$ cat src/rtl/dca_lpixm_read_arbiter.sv
// Round-robin arbiter that shares one in-order LPIXM read channel among NUM_REQ load requesters.
// An order FIFO records each grant so in-order responses are steered back to their issuer.
module dca_lpixm_read_arbiter #(
    parameter int NUM_REQ     = 4,
    parameter int BW_ADDR     = 32,
    parameter int BW_DATA     = 32,
    parameter int ORDER_DEPTH = 4,
    localparam int BW_IDX     = (NUM_REQ > 1) ? $clog2(NUM_REQ) : 1,
    localparam int BW_CNT     = $clog2(ORDER_DEPTH + 1)
) (
    input  logic                       clk,
    input  logic                       rst,
    input  logic                       clear,
    input  logic [NUM_REQ-1:0]         req_valid,
    input  logic [NUM_REQ*BW_ADDR-1:0] req_addr,
    output logic [NUM_REQ-1:0]         req_ready,
    output logic [NUM_REQ-1:0]         rsp_valid,
    input  logic [NUM_REQ-1:0]         rsp_ready,
    output logic [BW_DATA-1:0]         rsp_data,
    output logic                       m_req_valid,
    input  logic                       m_req_ready,
    output logic [BW_ADDR-1:0]         m_req_addr,
    input  logic                       m_rsp_valid,
    output logic                       m_rsp_ready,
    input  logic [BW_DATA-1:0]         m_rsp_data,
    output logic [BW_CNT-1:0]          outstanding,
    output logic                       busy
);

    localparam int BW_PTR = (ORDER_DEPTH > 1) ? $clog2(ORDER_DEPTH) : 1;
    localparam logic [BW_IDX-1:0] LAST_IDX = BW_IDX'(NUM_REQ - 1);
    localparam logic [BW_PTR-1:0] PTR_MAX  = BW_PTR'(ORDER_DEPTH - 1);
    localparam logic [BW_CNT-1:0] CNT_MAX  = BW_CNT'(ORDER_DEPTH);

    logic               m_req_valid_q, m_req_valid_d;
    logic [BW_ADDR-1:0] m_req_addr_q, m_req_addr_d;
    logic [BW_IDX-1:0]  last_grant_q, last_grant_d;
    logic [BW_PTR-1:0]  wr_ptr_q, wr_ptr_d;
    logic [BW_PTR-1:0]  rd_ptr_q, rd_ptr_d;
    logic [BW_CNT-1:0]  count_q, count_d;
    logic [BW_IDX-1:0]  order_mem [ORDER_DEPTH];

    logic              slot_free;
    logic              fifo_empty;
    logic              clear_en;
    logic              capture;
    logic              pop;
    logic              grant_found;
    logic [BW_IDX-1:0] grant_idx;
    logic [BW_IDX-1:0] cand_idx;
    logic [BW_IDX-1:0] head_idx;

    assign busy        = m_req_valid_q | (count_q != '0);
    assign slot_free   = ~m_req_valid_q | m_req_ready;
    assign fifo_empty  = (count_q == '0);
    assign clear_en    = clear & ~busy;
    // No acknowledge while in reset or flushing: neither cycle could record the grant.
    assign capture     = ~rst & ~clear_en & slot_free & grant_found & (count_q < CNT_MAX);
    assign head_idx    = order_mem[rd_ptr_q];
    assign pop         = m_rsp_valid & m_rsp_ready;

    assign m_req_valid = m_req_valid_q;
    assign m_req_addr  = m_req_addr_q;
    assign rsp_data    = m_rsp_data;
    assign outstanding = count_q;

    always_comb begin
        // NOTE: every combinationally assigned signal gets a default first, so no path infers a latch.
        grant_found = 1'b0;
        grant_idx   = '0;
        cand_idx    = '0;
        for (int k = 1; k <= NUM_REQ; k++) begin
            cand_idx = BW_IDX'((int'(last_grant_q) + k) % NUM_REQ);
            if (!grant_found && req_valid[cand_idx]) begin
                grant_found = 1'b1;
                grant_idx   = cand_idx;
            end
        end
    end

    always_comb begin
        req_ready = '0;
        if (capture) begin
            req_ready[grant_idx] = 1'b1;
        end
    end

    // Response steering depends only on FIFO state, never on the request side.
    always_comb begin
        rsp_valid   = '0;
        m_rsp_ready = 1'b0;
        if (!fifo_empty) begin
            rsp_valid[head_idx] = m_rsp_valid;
            m_rsp_ready         = rsp_ready[head_idx];
        end
    end

    always_comb begin
        m_req_valid_d = m_req_valid_q;
        m_req_addr_d  = m_req_addr_q;
        last_grant_d  = last_grant_q;
        wr_ptr_d      = wr_ptr_q;
        rd_ptr_d      = rd_ptr_q;
        count_d       = count_q;

        if (slot_free) begin
            m_req_valid_d = capture;
        end
        if (capture) begin
            m_req_addr_d = req_addr[grant_idx*BW_ADDR +: BW_ADDR];
            last_grant_d = grant_idx;
            wr_ptr_d     = (wr_ptr_q == PTR_MAX) ? '0 : wr_ptr_q + 1'b1;
        end
        if (pop) begin
            rd_ptr_d = (rd_ptr_q == PTR_MAX) ? '0 : rd_ptr_q + 1'b1;
        end
        case ({capture, pop})
            2'b10:   count_d = count_q + 1'b1;
            2'b01:   count_d = count_q - 1'b1;
            default: count_d = count_q;
        endcase

        if (clear_en) begin
            last_grant_d = LAST_IDX;
            wr_ptr_d     = '0;
            rd_ptr_d     = '0;
            count_d      = '0;
        end
    end

    // NOTE: flops use non-blocking assignments so every register samples pre-edge values.
    always_ff @(posedge clk or posedge rst) begin
        if (rst) begin
            m_req_valid_q <= 1'b0;
            m_req_addr_q  <= '0;
            last_grant_q  <= LAST_IDX;
            wr_ptr_q      <= '0;
            rd_ptr_q      <= '0;
            count_q       <= '0;
        end else begin
            m_req_valid_q <= m_req_valid_d;
            m_req_addr_q  <= m_req_addr_d;
            last_grant_q  <= last_grant_d;
            wr_ptr_q      <= wr_ptr_d;
            rd_ptr_q      <= rd_ptr_d;
            count_q       <= count_d;
        end
    end

    // NOTE: order storage is not reset; an entry is only read once count_q marks it valid.
    always_ff @(posedge clk) begin
        if (capture) begin
            order_mem[wr_ptr_q] <= grant_idx;
        end
    end

endmodule

$ cat config.mk
export PLATFORM = sky130hd
export DESIGN_NAME = dca_lpixm_read_arbiter
export DESIGN_NICKNAME = d
export VERILOG_FILES = /design/src/rtl/dca_lpixm_read_arbiter.sv
export SDC_FILE = /design/constraint.sdc
export NUM_CORES = 1
export LEC_CHECK = 0
export CAP_MARGIN = 10
export CORE_MARGIN = 2
export CORE_UTILIZATION = 32
export CTS_CLUSTER_SIZE = 40
export DETAILED_ROUTE_END_ITERATION = 7
export GPL_ROUTABILITY_DRIVEN = 0
export PLACE_DENSITY = 0.78
export SETUP_SLACK_MARGIN = 0.1
export SYNTH_ARGS = -nofsm -noshare
export SYNTH_HDL_FRONTEND = slang
export SYNTH_SLANG_ARGS = --single-unit
$ cat constraint.sdc
create_clock -name clk -period 2.5 [get_ports clk]
set_input_delay 0.25 -clock clk [delete_from_list [all_inputs] [get_ports clk]]
set_output_delay 0.25 -clock clk [all_outputs]
set_load 0.01 [all_outputs]
==> metrics.csv, run 1 <==
metric,value,unit
clock-sinks,50,
htree_levels,2,
maxCapViolations,0,
fin_nets,716,
critPathRequiredTime,2.25,ns
ant_nets,0,
grt_pass1_wl,17750,um
hold_viol_final,0,
avgSynthCellArea,9.088,um2
timing.rr.end,outstanding[2],
drive_above_1_share,0.1004,
yosysWarnings,0,
finClkSkew,0.002791,ns
fmax,0.4196,GHz
synth_most_common_cell,and3_1,
p_per_area,962.1,mW/mm2
cpLargestDelayFamily,buffers and inverters,
period_share,0.9533,
drc,0,
cts_tree,yes,
fin_ws,0.1168,ns
synth_largest_area_cell,dfrtp_1,
rsz0062_at_grt,true,
die_y,108.8,um
grt_pass1_vias,3539,
num_rows,38,
holdWs,0.2297,ns
synthTopCellsByArea,"dfrtp_1 28%, a211oi_1 14%, and3_1 12%",
critical_path_arrival,2.13,ns
maxSlewHeadroom,0.6371,
avgRoutedWirePerCell,17.16,um
cts-buffers-inserted,5,
dr.pass1.iters,5,
diodes,0,
start_kind,flip-flop,
critPathMaxFanout,3,
die_area,0.01185,mm2
ys.flop_type,dfrtp_1,
async_reset_ff_frac,0.8400,
die_w,108.8,um
crit_path_cell_trace,mux4_2 > buf_4 > nor2_1 > clkdlybuf4s50_1,
synth_area,0.003517,mm2
vias,3585,
root_buffer,clkbuf_8,
min_path_type,input port to async pin,
outcome,"complete, no violations",
antenna_found_initial,0,
dp_hpwl,8665,um
period_needed,2.383,ns
core-area,0.01079,mm2
p_leak,2.358,nW
ys_seq_elements,50,
io_pins,251,
r2r_slack,0.14,ns
crit_path_end_kind,primary output,
synth_edf_count,8,
wirelength,11630,um
synth_common_cells,"67 x and3_1, 65 x a211oi_1, 40 x dfrtp_1",
post-route-util,0.5102,
final-setup-viol-count,0,
yosysUniqueCellTypes,40,
final_max_slew_viol_count,0,
clk_pin_slew,0.09,ns
slowest_delay,0.61,ns
viasPerCell,5.288,
critPathBufInv,2,
synth_fp_nets,566,
worstMarginPinSlew,0.5443,ns
path_class,flip-flop to primary output,
hold_buffers,0,
clockBufferDepth,2,
dp_slack,-0.003825,ns
grt_use_total,0.1914,
grt_max_degree,65,
ir_drop,778.8,uV
port_buffers,186,
reg2reg_depth,7,
synth.top_cell.area_share,0.2846,
timing.rr.start,rd_ptr_q[0],
clock_latency,0.30,ns
ys_seq_area_frac,0.3678,
synthCells,387,
grt_overflow,0,
drt_iter0_markers,193,
crit_path_top_delay_cell,mux4_2,
area_growth_syn_to_layout,56.56,%
initial_utilization,0.3259,
registers in the layout, summed over array words and instances (netlist names):
signal        cells
m_req_valid       1
order_mem         8
last_grant_q      2
wr_ptr_q          2
rd_ptr_q          2
m_req_addr       32
outstanding       3
metal layers:
| layer | track usage | part of all wire | wire (um) | up-vias |
|---|---|---|---|---|
| met5 | 0 | 0 | 0 | - |
| met4 | 0.04212 | 0.012 | 138 | 0 |
| li1 | - | - | - | 1716 |
| met3 | 0.04842 | 0.070 | 811 | 14 |
| met1 | 0.2230 | 0.40 | 4667 | 1700 |
| met2 | 0.3522 | 0.52 | 6015 | 155 |
metrics by stage:
step | cells | total power, mW | setup TNS, ns | instance area, um2
global placement | 664 | 4.702 | 0 | 5349
global route | 678 | 5.725 | 0 | 5507
floorplan | 387 | 3.442 | 0 | 3556
CTS | 675 | 5.300 | 0 | 5450
detailed placement | 664 | 4.797 | -0.003825 | 5349
finish | 678 | 5.298 | 0 | 5507
kinds of logic (layout without fill, tap and decap cells):
family	count (synthesis)	count (layout)	synth area share
AND/OR/NAND/NOR	134	134	0.2038
AO/OA/AOI/OAI	111	111	0.2472
buffers and inverters	76	227	0.1170
flip-flops	50	50	0.3678
multiplexers	8	8	0.03344
adder cells (fa/ha/maj)	6	6	0.02348
XOR/XNOR	2	2	0.007117
layout by cell type (no fill, tap or decap), types with 5 or more instances in the layout:
cell type / instances
ha_1: 5
a211oi_1: 65
nor2_1: 10
o31ai_1: 33
inv_1: 7
edfxtp_1: 8
buf_4: 23
nor3_1: 5
dlymetal6s2s_1: 5
and3_1: 67
nand2_1: 37
dfrtp_1: 39
clkdlybuf4s50_1: 178
nand2b_1: 5
clkbuf_8: 5
power breakdown:
group / internal (mW) / switching [mW] / total (mW)
registers: 1.22 / 0.265 / 1.48
clock network: 0.193 / 0.259 / 0.453
logic: 1.69 / 1.67 / 3.36
how the worst max path moves through the flow:
stage,from,to,depth (start not counted)
4_1_cts,req_valid[3],req_ready[3],8
6_report,rd_ptr_q[0],rsp_valid[2],4
5_1_grt,rd_ptr_q[0],rsp_valid[2],4
3_3_place_gp,req_valid[3],outstanding[2],8
2_1_floorplan,rd_ptr_q[0],outstanding[1],6
3_5_place_dp,rd_ptr_q[0],outstanding[2],7
what timing repair did:
action / 4_1_cts / 5_1_grt
endpoints found under the setup margin: 7 / 8
endpoints found under the hold margin: 0 / 0
setup buffers: 3 / 3
pin swaps: 1 / 1
resized for setup: 4 / 11
layout make-up:
| class | instances | area (um2) |
|---|---|---|
| Timing Repair Buffer | 210 | 2051 |
| Fill cell | 1011 | 5286 |
| Clock buffer | 6 | 72.57 |
| Multi-Input combinational cell | 261 | 1871 |
| Clock inverter | 2 | 8.758 |
| Inverter | 9 | 33.78 |
| Tap cell | 140 | 175.2 |
| Sequential cell | 50 | 1295 |
No activity file was read; power rests on OpenSTA's default activity.
==> run 2, diff against run 1 <==
Settings changed: TNS_END_PERCENT from default to 20.
==> run 2 against run 1 <==
Net effect:
- non-clock buffer count shrank 3
- worst hold slack gained 0.013 ns
- combinational power shrank 2%
- die area is the same
- sequential share of layout area grew 0.24 points
- critical path type is now input port to primary output
- largest cell class unchanged
==> metrics.csv, run 2 (synthesis results as in run 1) <==
metric,value,unit
outcome,"complete, no violations",
critPathMaxFanout,8,
min_path_type,input port to async pin,
holdWs,0.2432,ns
fin_nets,713,
wirelength,11530,um
port_buffers,186,
final-setup-viol-count,0,
viasPerCell,5.287,
io_pins,251,
dp_hpwl,8665,um
hold_viol_final,0,
root_buffer,clkbuf_8,
die_w,108.8,um
grt_pass1_vias,3525,
grt_pass1_wl,17730,um
rsz0062_at_grt,true,
worstMarginPinSlew,0.5450,ns
design_area,0.005450,mm2
hold_buffers,0,
cts-buffers-inserted,5,
antenna_found_initial,0,
grt_max_degree,65,
clock_latency,0.30,ns
area_growth_syn_to_layout,54.96,%
htree_levels,2,
drc,0,
die_area,0.01185,mm2
clockBufferDepth,2,
avgRoutedWirePerCell,17.08,um
cts_tree,yes,
dr.pass1.iters,5,
ant_nets,0,
num_rows,38,
p_leak,2.281,nW
path_class,input port to primary output,
dpl-instance-area,0.005349,mm2
drive_above_1_share,0.09159,
ir_drop,776.6,uV
critPathRequiredTime,2.25,ns
drt_iter0_markers,157,
maxSlewHeadroom,0.6366,
clk_pin_slew,0.09,ns
vias,3569,
period_share,0.9555,
finClkSkew,0.002655,ns
critical_path_arrival,2.14,ns
start_kind,input port,
power,5.227,mW
crit_path_end_kind,primary output,
layout_common_cells,"180 x clkdlybuf4s50_1, 67 x and3_1, 65 x a211oi_1, 39 x dfrtp_1, 37 x nand2_1",
diodes,0,
die_y,108.8,um
maxCapViolations,0,
clock-sinks,50,
largest_register_ffs,32,
period_needed,2.389,ns
grt_overflow,0,
final_max_slew_viol_count,0,
core-area,0.01079,mm2
fmax,0.4186,GHz
initial_utilization,0.3259,
mostFrequentLayoutCell,clkdlybuf4s50_1,
grt_use_total,0.1911,
p_per_area,959.0,mW/mm2
==> run 2: cell types whose count changed in the layout (fill, tap and decap cells not counted), sizes merged <==
cell           before  now
dlymetal6s2s        5    1
buf                24   21
dlygate4sd2         2    5
clkdlybuf4s50     178  180
clkbuf              7    6
==> run 2: critical path, stage by stage <==
cell and delay (ns):
clkdlybuf4s50_1 0.53, nor2_1 0.09, a2111oi_4 0.42, nand2_4 0.13, nor3_1 0.16, clkdlybuf4s50_1 0.56
==> run 2: final timing paths <==
path,from,to,slack (ns),cells past startpoint
min reg2reg,m_req_addr[8],m_req_addr[8],0.48,2
min,rst,m_req_valid,0.24,2
max,req_valid[0],req_ready[1],0.11,6
max in group asynchronous,rst,last_grant_q[1],1.68,3
max reg2reg,rd_ptr_q[0],outstanding[2],0.13,7
min in group clk,m_req_addr[8],m_req_addr[8],0.48,2
==> run 2: timing repair <==
item / 4_1_cts / 5_1_grt
buffers inserted: 2 / 1
pin swaps: 1 / 1
gates resized for setup: 6 / 1
setup endpoints to repair: 7 / 6
==> run 2: power by group <==
| part | internal, mW | switching, mW | total (mW) | leakage (nW) |
|---|---|---|---|---|
| registers | 1.22 | 0.263 | 1.48 | 0.585 |
| logic | 1.65 | 1.65 | 3.29 | 1.65 |
| clock network | 0.193 | 0.260 | 0.453 | 0.0426 |
==> run 2: stage by stage <==
stage                 util  cells  setup WS, ns    TNS, ns
detailed placement  0.4956    664     -0.003825  -0.003825
CTS                 0.5041    674        0.1199          0
global route        0.5050    675       0.02210          0
global placement    0.4956    664       0.09171          0
floorplan                -    387       0.04630          0
finish              0.5050    675        0.1112          0
==> run 2: per-layer routing <==
metal	part of all wire	routed length, um	track usage	vias up
met5	0	0	0	-
met4	0.012	136	0.04212	0
met3	0.069	801	0.04842	12
met2	0.52	5962	0.3513	152
met1	0.40	4630	0.2230	1692
li1	-	-	-	1713
==> run 2: layout make-up <==
cell class,count,area [um2]
well taps,140,175.2
flip-flops and latches,50,1295
clock inverters,2,8.758
clock buffers,6,72.57
fillers,1022,5343
multi-input cells,261,1849
inverters,9,33.78
repair buffers,207,2016
==> run 3, diff against run 2 <==
Settings changed: CORE_MARGIN 2 to default, CTS_CLUSTER_DIAMETER from default to 200.
==> run 3 against run 2 <==
Net effect:
- power is 1.0% higher
- sequential power hardly changed
- global-route usage is 1.2 points higher
- largest cell class unchanged
==> metrics.csv, run 3 (synthesis results as in run 1) <==
metric,value,unit
outcome,"complete, no violations",
crit_start,rd_ptr_q[0],
dp_hpwl,9019,um
maxCapViolations,0,
mostFrequentLayoutCell,clkdlybuf4s50_1,
grt_overflow,0,
grt_pass1_vias,3727,
initial_utilization,0.3347,
largest_register_ffs,32,
critical_path_arrival,2.55,ns
num_rows,37,
ir_drop,747.4,uV
critPathRequiredTime,2.69,ns
crit_path_end_kind,flip-flop,
maxSlewHeadroom,0.6126,
final_max_slew_viol_count,0,
area_growth_syn_to_layout,54.93,%
core-area,0.01051,mm2
die_y,106.8,um
timing.rr.end,outstanding[1],
drive_above_1_share,0.09363,
worstMarginPinSlew,0.5803,ns
start_kind,flip-flop,
clockBufferDepth,2,
fin_ws,0.1466,ns
rsz0062_at_grt,true,
antenna_found_initial,0,
critPathMaxFanout,4,
viasPerCell,5.282,
post-route-util,0.5185,
fin_nets,712,
vias,3539,
final-setup-viol-count,0,
finClkSkew,0.008731,ns
endpoint,outstanding[1],
min_path_type,input port to async pin,
drc,0,
dr.pass1.iters,4,
r2r_slack,0.15,ns
root_buffer,clkbuf_8,
avgRoutedWirePerCell,17.38,um
fmax,0.4249,GHz
layout_common_cells,"179 x clkdlybuf4s50_1, 67 x and3_1, 65 x a211oi_1, 39 x dfrtp_1, 37 x nand2_1",
dp_slack,-0.03133,ns
die_area,0.01141,mm2
die_w,106.8,um
timing.rr.start,rd_ptr_q[0],
cts_tree,yes,
io_pins,251,
grt_pass1_wl,18320,um
grt_use_total,0.2027,
clock_latency,0.30,ns
cts-buffers-inserted,5,
port_buffers,186,
period_needed,2.353,ns
p_leak,2.267,nW
slowest_delay,0.61,ns
drt_iter0_markers,140,
crit_path_top_delay_cell,mux4_2,
clk_pin_slew,0.09,ns
hold_buffers,0,
grt_max_degree,65,
p_per_area,969.3,mW/mm2
clock-sinks,50,
wirelength,11650,um
reg2reg_depth,6,
diodes,0,
htree_levels,2,
crit_path_cell_trace,mux4_2 > mux2i_4 > o22ai_4 > and2_4 > fa_2 > mux2_4,
ant_nets,0,
hold_viol_final,0,
path_class,flip-flop to flip-flop,
period_share,0.9414,
==> run 3: cell count changes in the layout (fill, tap and decap cells not counted) <==
cell and delta:
nor2_1 -1, nor2_2 +1, dlymetal6s2s_1 -1, clkbuf_2 +1
mux2i_2 -2, buf_4 -1, clkdlybuf4s50_1 -1, mux2i_4 +2
dlygate4sd2_1 +1
==> run 3: worst min-delay path by stage <==
stage,cells past startpoint,endpoint,slack [ns],startpoint
2_1_floorplan,2,m_req_valid,0.44,m_req_ready
3_3_place_gp,2,m_req_addr[15],0.46,m_req_addr[15]
3_5_place_dp,2,m_req_addr[8],0.47,m_req_addr[8]
4_1_cts,2,wr_ptr_q[0],0.44,rst
5_1_grt,2,wr_ptr_q[0],0.48,rst
6_report,2,outstanding[0],0.42,rst
==> run 3: routing by layer <==
layer,global-route usage,wire (um),vias to the layer above,share of wire
li1,-,-,1705,-
met1,0.2226,4476,1667,0.38
met2,0.3853,6224,154,0.53
met3,0.04742,760,13,0.065
met4,0.05577,185,0,0.016
met5,0,0,-,0
==> run 3: final cells by class <==
cell class | instances | area, um2
clock buffers | 6 | 72.57
clock inverters | 2 | 8.758
fillers | 934 | 5060
inverters | 9 | 33.78
multi-input cells | 261 | 1869
flip-flops and latches | 50 | 1295
well taps | 136 | 170.2
repair buffers | 206 | 1999
==> run 3: where the power goes <==
part | internal, mW | switching (mW) | leakage (nW)
Sequential | 1.22 | 0.271 | 0.585
Clock | 0.193 | 0.271 | 0.0426
Combinational | 1.67 | 1.66 | 1.64
==> run 3: what timing repair did <==
item	in CTS	in global routing
buffers inserted	1	3
pin swaps	2	1
resized for setup	8	5
endpoints found under the setup margin	9	6
==> run 3: critical path: cells and delay by family, from the launching register on <==
kind	cells	cell delay [ns]
mux	3	1.12
fa+ha+maj	1	0.42
flops	1	0.39
compound gates	1	0.16
simple gates	1	0.16
==> run 3: stage by stage <==
step / total power [mW] / hold slack [ns] / TNS, ns / instances / area [um2]
after floorplan: 3.442 / 0.4413 / 0 / 387 / 3556
after global placement: 4.703 / 0.4619 / 0 / 658 / 5329
after detailed placement: 4.830 / 0.4678 / -0.03133 / 658 / 5329
after CTS: 5.297 / 0.4360 / 0 / 667 / 5410
after global routing: 5.689 / 0.4793 / 0 / 670 / 5449
final: 5.282 / 0.4216 / 0 / 670 / 5449
